===== src/rtl/boot_copier_if.sv =====
// boot_copier_if: PROM read port, main-memory write handshake and status of the boot copier.
interface boot_copier_if #(
   parameter int AW = 24
);
   logic          start;
   logic [8:0]    prom_addr;
   logic [31:0]   prom_data;
   logic [AW-1:0] mem_addr;
   logic [31:0]   mem_wdata;
   logic          mem_wr;
   logic          mem_ack;
   logic          busy;
   logic          done;
   logic          cpu_hold;
   logic [31:0]   checksum;
   modport master (
      input  start, prom_data, mem_ack,
      output prom_addr, mem_addr, mem_wdata, mem_wr, busy, done, cpu_hold, checksum
   );
   modport slave (
      output start, prom_data, mem_ack,
      input  prom_addr, mem_addr, mem_wdata, mem_wr, busy, done, cpu_hold, checksum
   );
endinterface


===== src/rtl/boot_copier.sv =====
// boot_copier: copies the boot PROM image into main memory word by word,
// holding the CPU in reset and accumulating a checksum until the copy completes.
module boot_copier #(
   parameter int            WORDS    = 512,
   parameter int            AW       = 24,
   parameter logic [AW-1:0] DST_BASE = '0
) (
   input logic           clk,
   input logic           rst,
   boot_copier_if.master bus
);
   typedef enum logic [2:0] {IDLE, FETCH, LATCH, WRITE, DONE} state_t;
   state_t     state, state_n;
   logic [8:0] idx;
   logic       last, go, acked;
   assign last  = idx == 9'(WORDS - 1);
   assign go    = (state == IDLE || state == DONE) && bus.start;
   assign acked = state == WRITE && bus.mem_ack;
   always_ff @(posedge clk or posedge rst)
      if (rst) state <= IDLE;
      else     state <= state_n;
   always_comb begin
      state_n      = state;
      bus.busy     = 1'b0;
      bus.done     = 1'b0;
      bus.cpu_hold = 1'b1;
      case (state)
         IDLE:    state_n = bus.start ? FETCH : IDLE;
         FETCH:   begin state_n = LATCH; bus.busy = 1'b1; end
         LATCH:   begin state_n = WRITE; bus.busy = 1'b1; end
         WRITE:   begin state_n = !bus.mem_ack ? WRITE : last ? DONE : FETCH; bus.busy = 1'b1; end
         DONE:    begin state_n = bus.start ? FETCH : DONE; bus.done = 1'b1; bus.cpu_hold = 1'b0; end
         default: state_n = IDLE;
      endcase
   end
   // PROM data is sampled in LATCH, one cycle after FETCH presented the address
   always_ff @(posedge clk or posedge rst)
      if (rst) begin
         idx           <= '0;
         bus.prom_addr <= '0;
         bus.mem_addr  <= '0;
         bus.mem_wdata <= '0;
         bus.mem_wr    <= 1'b0;
         bus.checksum  <= '0;
      end else begin
         if (go) begin
            idx           <= '0;
            bus.prom_addr <= '0;
            bus.checksum  <= '0;
         end
         if (state == LATCH) begin
            bus.mem_wdata <= bus.prom_data;
            bus.mem_addr  <= DST_BASE + AW'(idx);
            bus.mem_wr    <= 1'b1;
            bus.checksum  <= bus.checksum + bus.prom_data;
         end
         if (acked) begin
            bus.mem_wr <= 1'b0;
            if (!last) begin
               idx           <= idx + 9'd1;
               bus.prom_addr <= idx + 9'd1;
            end
         end
      end
endmodule


===== src/flat_wrapper.sv =====
// flat-port wrapper written by rule: the top's interface ports become plain ports
module boot_copier_flat 
#(
   parameter int            WORDS    = 512,
   parameter int            AW       = 24,
   parameter logic [AW-1:0] DST_BASE = '0
)
  (clk, rst, bus_start, bus_prom_data, bus_mem_ack, bus_prom_addr, bus_mem_addr, bus_mem_wdata, bus_mem_wr, bus_busy, bus_done, bus_cpu_hold, bus_checksum);
  boot_copier_if #(.AW(AW)) bus_i ();
  input logic clk;
  input logic rst;
  input wire logic [$bits(bus_i.start)-1:0] bus_start;
  input wire logic [$bits(bus_i.prom_data)-1:0] bus_prom_data;
  input wire logic [$bits(bus_i.mem_ack)-1:0] bus_mem_ack;
  output wire logic [$bits(bus_i.prom_addr)-1:0] bus_prom_addr;
  output wire logic [$bits(bus_i.mem_addr)-1:0] bus_mem_addr;
  output wire logic [$bits(bus_i.mem_wdata)-1:0] bus_mem_wdata;
  output wire logic [$bits(bus_i.mem_wr)-1:0] bus_mem_wr;
  output wire logic [$bits(bus_i.busy)-1:0] bus_busy;
  output wire logic [$bits(bus_i.done)-1:0] bus_done;
  output wire logic [$bits(bus_i.cpu_hold)-1:0] bus_cpu_hold;
  output wire logic [$bits(bus_i.checksum)-1:0] bus_checksum;
  assign bus_i.start = bus_start;
  assign bus_i.prom_data = bus_prom_data;
  assign bus_i.mem_ack = bus_mem_ack;
  assign bus_prom_addr = bus_i.prom_addr;
  assign bus_mem_addr = bus_i.mem_addr;
  assign bus_mem_wdata = bus_i.mem_wdata;
  assign bus_mem_wr = bus_i.mem_wr;
  assign bus_busy = bus_i.busy;
  assign bus_done = bus_i.done;
  assign bus_cpu_hold = bus_i.cpu_hold;
  assign bus_checksum = bus_i.checksum;
  boot_copier #(.WORDS(WORDS), .AW(AW), .DST_BASE(DST_BASE)) u_core (.clk(clk), .rst(rst), .bus(bus_i));
endmodule

===== config.mk =====
export PLATFORM = sky130hd
export DESIGN_NAME = boot_copier_flat
export DESIGN_NICKNAME = d
export VERILOG_FILES = /design/src/rtl/boot_copier_if.sv /design/src/rtl/boot_copier.sv /design/src/flat_wrapper.sv
export SDC_FILE = /design/constraint.sdc
export NUM_CORES = 1
export LEC_CHECK = 0
export CORE_MARGIN = 4
export CORE_UTILIZATION = 30
export CTS_CLUSTER_SIZE = 12
export DETAILED_ROUTE_END_ITERATION = 8
export GPL_TIMING_DRIVEN = 0
export SYNTH_ARGS = -nofsm -noshare
export SYNTH_HDL_FRONTEND = slang
export SYNTH_SLANG_ARGS = --single-unit

===== constraint.sdc =====
create_clock -name clk -period 5.5 [get_ports clk]
set_input_delay 1.1 -clock clk [delete_from_list [all_inputs] [get_ports clk]]
set_output_delay 1.1 -clock clk [all_outputs]
set_load 0.01 [all_outputs]

After elaboration in Yosys (flattened, before gate mapping)
Index checks and enable logic that the tools add are counted.
{"block": "op_classes", "addsub": 2, "n_eq_ne": 5, "muxes": 18, "reduce_logical": 7}
{"operator": "32-bit 2-to-1 mux", "n": 2}
{"operator": "9-bit 2-to-1 mux", "n": 6}
{"operator": "32-bit adder", "n": 1}
{"operator": "3-bit one-hot mux with 5 select lines", "n": 1}
{"operator": "9-bit by 1-bit adder with 9-bit output (second input constant)", "n": 1}
{"operator": "9-bit == test (second input constant)", "n": 1}
{"operator": "3-bit 2-to-1 mux", "n": 3}
{"operator": "3-bit by 2-bit == test with 1-bit output (second input constant)", "n": 2}
{"operator": "1-bit 2-to-1 mux", "n": 6}
{"operator": "2-bit nonzero test", "n": 2}
{"operator": "3-bit by 1-bit == test with 1-bit output (second input constant)", "n": 1}
{"operator": "3-bit == test (second input constant)", "n": 1}
{"operator": "3-bit logical NOT", "n": 1}
{"operator": "3-bit OR reduction", "n": 1}
{"operator": "1-bit logical AND", "n": 2}
{"operator": "1-bit logical OR", "n": 1}
{"block": "word_totals", "reg_bits": 95, "in_bits": 36, "out_inout_bits": 101, "word_cells": 39}

Logic depth before layout (Yosys ltp)
Gate-level depths: netlist (run 1).
{"block": "depth", "depth_word": 6, "mapped_depth": 12, "depth_no_buf": 12}

Worst setup path before layout (run 1)
No wires, ideal clock.
{"block": "synth_timing", "path_type": "input to register", "start": "in bus_prom_data[0]", "end": "reg u_core.bus.checksum[30]", "setup_time_ps": 83, "arrival_time_ps": 3301, "required_time_ps": 5417, "slack_ps": 2117, "stages": 12, "path_buffers": 0, "path_cell_list": "ha_1 inv_1 fa_1 nor2b_1 o31a_2 o22ai_1 o21ai_0 a21oi_1 o21ai_0 a41oi_1 xor2_1 o21ai_0"}
{"block": "synth_via", "elab_chain_cells": 2}
{"item": "start, declared", "line_no": "flat_wrapper.sv:13", "text": "input wire logic [$bits(bus_i.prom_data)-1:0] bus_prom_data;"}
{"item": "32-bit adder", "line_no": "boot_copier.sv:55", "text": "bus.checksum <= bus.checksum + bus.prom_data;"}
{"item": "32-bit 2-to-1 mux", "line_no": "boot_copier.sv:51", "text": "if (state == LATCH) begin"}
{"item": "end signal, assigned", "line_no": "boot_copier.sv:55"}
{"item": "end, declared", "line_no": "boot_copier_if.sv:18", "text": "output prom_addr, mem_addr, mem_wdata, mem_wr, busy, done, cpu_hold, checksum"}
No other way between the ends.
A chain may end at the register's enable or synchronous reset.

Worst setup path after layout (run 1)
{"block": "layout_timing", "start": "in bus_prom_data[0]", "end": "reg u_core.bus.checksum[26]"}
The elaborated chain is that of the path after synthesis.

==> results of run 1 <==
power by group through the flow:
stage / clock network [µW] / registers, µW / logic [µW]
2_1_floorplan: 0 / 1280 / 1260
3_3_place_gp: 0 / 1180 / 2270
3_5_place_dp: 0 / 1180 / 2290
4_1_cts: 693 / 1170 / 2300
5_1_grt: 722 / 1220 / 2540
6_report: 668 / 1170 / 2270
logic make-up (layout without fill, tap and decap cells):
kind of cell | after synthesis | count (layout) | synth area share (%)
XOR/XNOR | 32 | 32 | 5.28
AO/OA/AOI/OAI | 152 | 152 | 18.9
flip-flops | 95 | 95 | 44.8
adder cells (fa/ha/maj) | 34 | 34 | 8.16
other | 1 | 15 | 0.0707
AND/OR/NAND/NOR | 234 | 234 | 18.1
buffers and inverters | 51 | 189 | 4.72
cells in the mapped netlist (3+ instances only):
| library cell | count |
|---|---|
| buf_1 | 4 |
| a21o_1 | 16 |
| nand2b_1 | 3 |
| a21oi_1 | 33 |
| o21a_1 | 4 |
| dfrtp_1 | 95 |
| a22o_1 | 6 |
| o21ai_0 | 58 |
| o21bai_1 | 3 |
| clkbuf_1 | 17 |
| nor2_1 | 19 |
| nor3_1 | 4 |
| xnor2_1 | 15 |
| inv_1 | 13 |
| and3_1 | 6 |
| nand3_1 | 7 |
| o211ai_1 | 3 |
| buf_4 | 15 |
| nand2_1 | 181 |
| xor2_1 | 17 |
| ha_1 | 33 |
stage by stage:
step           hold slack, ns  area, µm²  util, %  power (µW)
2_1_floorplan           0.444       5360        -        2540
3_3_place_gp            0.458       6850     39.6        3450
3_5_place_dp            0.462       6880     39.8        3480
4_1_cts                 0.481       7190     41.6        4170
5_1_grt                 0.505       7190     41.6        4470
6_report                0.474       7190     41.6        4110
layer usage:
| layer | wire [µm] | vias up |
|---|---|---|
| met5 | 0 | - |
| met3 | 882 | 12 |
| li1 | - | 2317 |
| met1 | 6910 | 2135 |
| met2 | 6710 | 115 |
| met4 | 182 | 0 |
sequential cells by signal, summed over array words and instances (netlist names):
| register | cells |
|---|---|
| u_core.bus.mem_addr | 9 |
| u_core.bus.prom_addr | 9 |
| u_core.bus.checksum | 32 |
| u_core.bus.mem_wdata | 32 |
| u_core.bus.mem_wr | 1 |
| u_core.idx | 9 |
| u_core.state | 3 |
final cells by class:
| class | count | area (µm²) |
|---|---|---|
| Buffer | 38 | 201 |
| Clock buffer | 9 | 225 |
| Clock inverter | 7 | 85.1 |
| Fill cell | 1752 | 10100 |
| Inverter | 13 | 51.3 |
| Multi-Input combinational cell | 467 | 2730 |
| Sequential cell | 95 | 2380 |
| Tap cell | 225 | 282 |
| Timing Repair Buffer | 122 | 1240 |
tightest hold or removal path: cells and delay by family (launching register included):
kind / cells / cell delay, ns
flops: 1 / 0.34
simple gates: 2 / 0.10
worst min-delay path by stage:
stage,slack (ns),cells after the start,from,end
5_1_grt,0.50,2,u_core.bus.mem_wdata[22],u_core.bus.mem_wdata[22]
3_5_place_dp,0.46,2,u_core.bus.mem_wdata[0],u_core.bus.mem_wdata[0]
6_report,0.47,2,u_core.bus.mem_wdata[23],u_core.bus.mem_wdata[23]
3_3_place_gp,0.46,2,u_core.bus.mem_wdata[18],u_core.bus.mem_wdata[18]
2_1_floorplan,0.44,1,u_core.state[2],u_core.state[1]
4_1_cts,0.48,2,u_core.bus.mem_wdata[23],u_core.bus.mem_wdata[23]
==> results.yml, run 1 <==
status:
  status: "complete, no violations"
worst_setup_path:
  cp_num_buf_inv: 2
  worst-setup-path-type: "in -> reg"
  critPathMaxFanout: 4
  required_ns: 5.77
  setup.worst_path.end_class: "register"
  r2r-start: "u_core.bus.checksum[0]"
  cpPeakStageDelay_ns: 0.51
  critPathArrivalTime_ns: 4.51
  slowest_stage: "o21ai_0"
  r2r-end: "u_core.bus.checksum[26]"
  start_kind: "input pin"
  crit_start: "bus_prom_data[0]"
  critical_path_depth: 13
  reg2reg_depth: 12
  r2r_slack_ns: 2.13
  crit_end: "u_core.bus.checksum[26]"
  path_delay_family: "compound AO/OA/AOI/OAI gates"
  crit_path_frequent_cell: "o21ai_0"
  crit_chain: "clkdlybuf4s50_1 > ha_1 > inv_1 > fa_1 > nor2b_1 > o31a_2 > o22ai_1 > o21ai_0 > a21oi_1 > o21ai_0 > a21boi_0 > xor2_1 > o21ai_0"
synth:
  async_flop_share_pct: 100
  synth_area_leader_cell: "dfrtp_1"
  synth_flop_cell: "dfrtp_1"
  syn_inst: 599
  netlist_area_mm2: 0.00531
  avgSynthCellArea_um2: 8.86
  ys_seq_area_share_pct: 44.8
  synth_edf_count: 0
  synth_top_area_share_pct: 44.8
  yosys_warnings: 0
  ys_ff_latch: 95
  ys_top_cells_by_area: "dfrtp_1, nand2_1, ha_1"
  ys_types: 55
route:
  vias: 4579
  dr.pass1.iters: 6
  routedWlPerCell_um: 15.0
  vias_per_cell: 4.69
  final_antenna_net_count: 0
  drt_iter0_drc: 238
  drc_errors: 0
  wl_mm: 14.7
clock_network:
  clockBufferDepth: 2
  cts_resized: 0
  htree_levels: 3
  cts_inserted_buffers: 9
  ctsHoldBuffers: 0
  clk_latency_ns: 0.35
  clock_sinks: 95
  postCtsSetupRepairBufs: 0
  clock-root-buffer: "clkbuf_16"
  cts_tree: "yes"
  path_clk_slew_ns: 0.07
pwr:
  combPwrFrac_pct: 55.2
  leakage_uw: 0.00339
  max-vdd-ir-drop_uv: 197
  clkPwrFrac_pct: 16.3
  powerDensity_mw_per_mm2: 571
  p_int_uw: 2390
  p_sw_share_pct: 41.8
  p_switching_uw: 1720
  power_frac_seq_pct: 28.5
sta:
  max_freq_ghz: 0.236
  fin_tns_setup_ns: 0
  drv_slew: 0
  fin_ws_ns: 1.26
  grt_setup_unrepaired: "no"
  fin_skew_ns: 0.00962
  tightest_slew_ns: 0.968
  maxSlewHeadroom_pct: 34.9
  period_needed_ns: 4.24
  setup_viol: 0
  fin_crit_sh_pct: 77.1
  finalHoldViolations: 0
global_routing:
  met1_usage_pct: 20.1
  gr-usage-all-layers_pct: 15.1
  met2_usage_pct: 24.1
  use_met3_pct: 4.34
  grt_pass1_wl_mm: 24.1
  grt_overflow: 0
  grt_pass1_vias: 4620
  grt.busiest_layer: "met2"
  grt_max_degree: 66
  antenna_found_initial: 0
layout:
  insertedDiodeCount: 0
  area_delta_synth_final_pct: 35.5
  drive_gt1_share_pct: 6.26
  layout.nets: 816
  layout.cells.non_filler: 976
  layout_common_cells: "nand2_1, clkdlybuf4s50_1, dfrtp_1"
  final_common_cell: "nand2_1"
placement:
  place_congestion: 0.831
  io_buffer_count: 121
  hpwl_mm: 10.9
  dp_slack_ns: 0.867
  placed_cells: 960
floorplan:
  num_io_pins: 137
  rows: 48
  die_y_um: 141
  die_w_um: 141
  coreArea_mm2: 0.0173
  start_util_pct: 30.7
  die-area_mm2: 0.0199
run:
  max_cap_viol_count: 0
min_path:
  hp-class: "reg -> reg"
No activity file was read; power rests on OpenSTA's default activity.
==> inputs of run 2 (changes only) <==
==> constraint.sdc (replaced) <==
create_clock -name clk -period 3.9 [get_ports clk]
set_input_delay 0.78 -clock clk [delete_from_list [all_inputs] [get_ports clk]]
set_output_delay 0.78 -clock clk [all_outputs]
set_load 0.01 [all_outputs]
==> run 2 against run 1 <==
Wire length about the same. Largest power group unchanged. Critical path type unchanged. Largest cell class unchanged. Final area unchanged. Register-to-register slack got worse by 1.6 ns. Global-route usage unchanged. First-iteration DRC count decreased by 0.42%. Worst hold slack about the same. Die area unchanged.
==> results.yml, run 2 (synthesized netlist as in run 1, its figures left out) <==
clock_network:
  htree_levels: 3
  clock_sinks: 95
  clk_latency_ns: 0.35
  clockBufferDepth: 2
  cts_inserted_buffers: 9
  path_clk_slew_ns: 0.07
  cts_tree: "yes"
  clock-root-buffer: "clkbuf_16"
global_routing:
  grt_pass1_vias: 4620
  antenna_found_initial: 0
  gr-usage-all-layers_pct: 15.1
  grt_pass1_wl_mm: 24.1
  grt_max_degree: 66
  grt_overflow: 0
placement:
  io_buffer_count: 121
  dp_slack_ns: -0.413
  hpwl_mm: 10.9
  place_congestion: 0.831
  placed_area_mm2: 0.00688
worst_setup_path:
  critPathArrivalTime_ns: 3.86
  worst-setup-path-type: "in -> reg"
  critPathMaxFanout: 4
  reg2reg_depth: 9
  required_ns: 4.17
  crit_start: "bus_prom_data[0]"
  crit_chain: "clkdlybuf4s50_1 > ha_1 > inv_1 > fa_1 > nor2b_1 > o31a_2 > o22ai_1 > o21ai_1 > a21oi_1 > o21ai_1 > a41oi_1 > xor2_1 > o21ai_0"
  path_delay_family: "compound AO/OA/AOI/OAI gates"
  crit_path_frequent_cell: "o21ai_1"
  r2r_slack_ns: 0.56
  slowest_stage: "clkdlybuf4s50_1"
  setup.worst_path.end_class: "register"
  start_kind: "input pin"
  cpPeakStageDelay_ns: 0.50
  r2r-start: "u_core.idx[0]"
  cp_num_buf_inv: 2
  critical_path_depth: 13
pwr:
  max-vdd-ir-drop_uv: 278
  p_switching_uw: 2430
  p_sw_share_pct: 41.9
  power_frac_seq_pct: 28.5
  leakage_uw: 0.00339
  clkPwrFrac_pct: 16.3
  p_int_uw: 3370
  powerDensity_mw_per_mm2: 806
  combPwrFrac_pct: 55.2
floorplan:
  die_w_um: 141
  num_io_pins: 137
  coreArea_mm2: 0.0173
  rows: 48
  start_util_pct: 30.7
  die-area_mm2: 0.0199
  die_y_um: 141
sta:
  tightest_slew_ns: 0.968
  fin_ws_ns: 0.312
  finalHoldViolations: 0
  maxSlewHeadroom_pct: 34.9
  timing.hold.ws_ns: 0.474
  setup_viol: 0
  max_freq_ghz: 0.279
  drv_slew: 0
  grt_setup_unrepaired: "no"
  fin_tns_setup_ns: 0
  fin_crit_sh_pct: 92.0
  period_needed_ns: 3.59
  fin_skew_ns: 0.00962
layout:
  insertedDiodeCount: 0
  drive_gt1_share_pct: 6.26
  layout.nets: 816
  postLayoutCellArea_mm2: 0.00719
  reg.largest.list: "u_core.bus.checksum (32), u_core.bus.mem_wdata (32)"
  layout_common_cells: "nand2_1, clkdlybuf4s50_1, dfrtp_1"
  final_common_cell: "nand2_1"
  area_delta_synth_final_pct: 35.5
  utilization_pct: 41.6
route:
  vias: 4561
  drc_errors: 0
  wl_mm: 14.7
  final_antenna_net_count: 0
  routedWlPerCell_um: 15.1
  drt_iter0_drc: 237
  vias_per_cell: 4.67
  dr.pass1.iters: 6
run:
  max_cap_viol_count: 0
status:
  status: "complete, no violations"
min_path:
  min_from: "u_core.bus.mem_wdata[23]"
  min_path_cells: 2
  hp-class: "reg -> reg"
run 2: changes by cell type in the layout (fill, tap and decap cells not counted):
cell     delta
o21ai_0     -2
o21ai_1     +2
run 2: power by group through the flow:
stage | Combinational (µW) | Clock (µW) | Sequential, µW
final | 3200 | 944 | 1650
after global routing | 3580 | 1020 | 1720
after CTS | 3250 | 977 | 1660
after detailed placement | 3240 | 0 | 1670
after global placement | 3200 | 0 | 1660
after floorplan | 1780 | 0 | 1800
run 2: cell type report:
cell class / instances / area, µm²
Multi-Input combinational cell: 467 / 2730
Buffer: 38 / 201
Fill cell: 1752 / 10100
Tap cell: 225 / 282
Sequential cell: 95 / 2380
Timing Repair Buffer: 122 / 1240
Clock inverter: 7 / 85.1
Clock buffer: 9 / 225
Inverter: 13 / 51.3
run 2: what timing repair did:
action / 4_1_cts / 5_1_grt
hold endpoints to repair: 0 / 0
gates resized for setup: 1 / 1
setup endpoints to repair: 2 / 2
setup buffers: 0 / 0
hold buffers: 0 / 0
run 2: tightest hold or removal path, stage by stage, from the launching register on:
cell and delay (ns):
dfrtp_1 0.34, nand2_1 0.05, nand2_1 0.05
run 2: final timing paths:
path,endpoint
max in group asynchronous,u_core.bus.mem_wdata[31]
hold reg to reg,u_core.bus.mem_wdata[23]
setup / recovery,u_core.bus.checksum[30]
hold / removal,u_core.bus.mem_wdata[23]
min in group asynchronous,u_core.bus.mem_wdata[20]
setup reg to reg,u_core.bus.prom_addr[6]
run 2: layer usage:
| layer | up-vias | GRT usage (%) | routed length (µm) | share of wire (%) |
|---|---|---|---|---|
| met4 | 0 | 3.93 | 182 | 1.2 |
| met2 | 109 | 24.1 | 6690 | 46 |
| met1 | 2124 | 20.1 | 6940 | 47 |
| met3 | 12 | 4.34 | 879 | 6.0 |
| met5 | - | 0 | 0 | 0 |
| li1 | 2316 | - | - | - |
run 2: stage by stage:
stage / total power, µW / std cells
2_1_floorplan: 3580 / 613
3_3_place_gp: 4860 / 959
3_5_place_dp: 4910 / 960
4_1_cts: 5880 / 976
5_1_grt: 6310 / 976
6_report: 5790 / 976
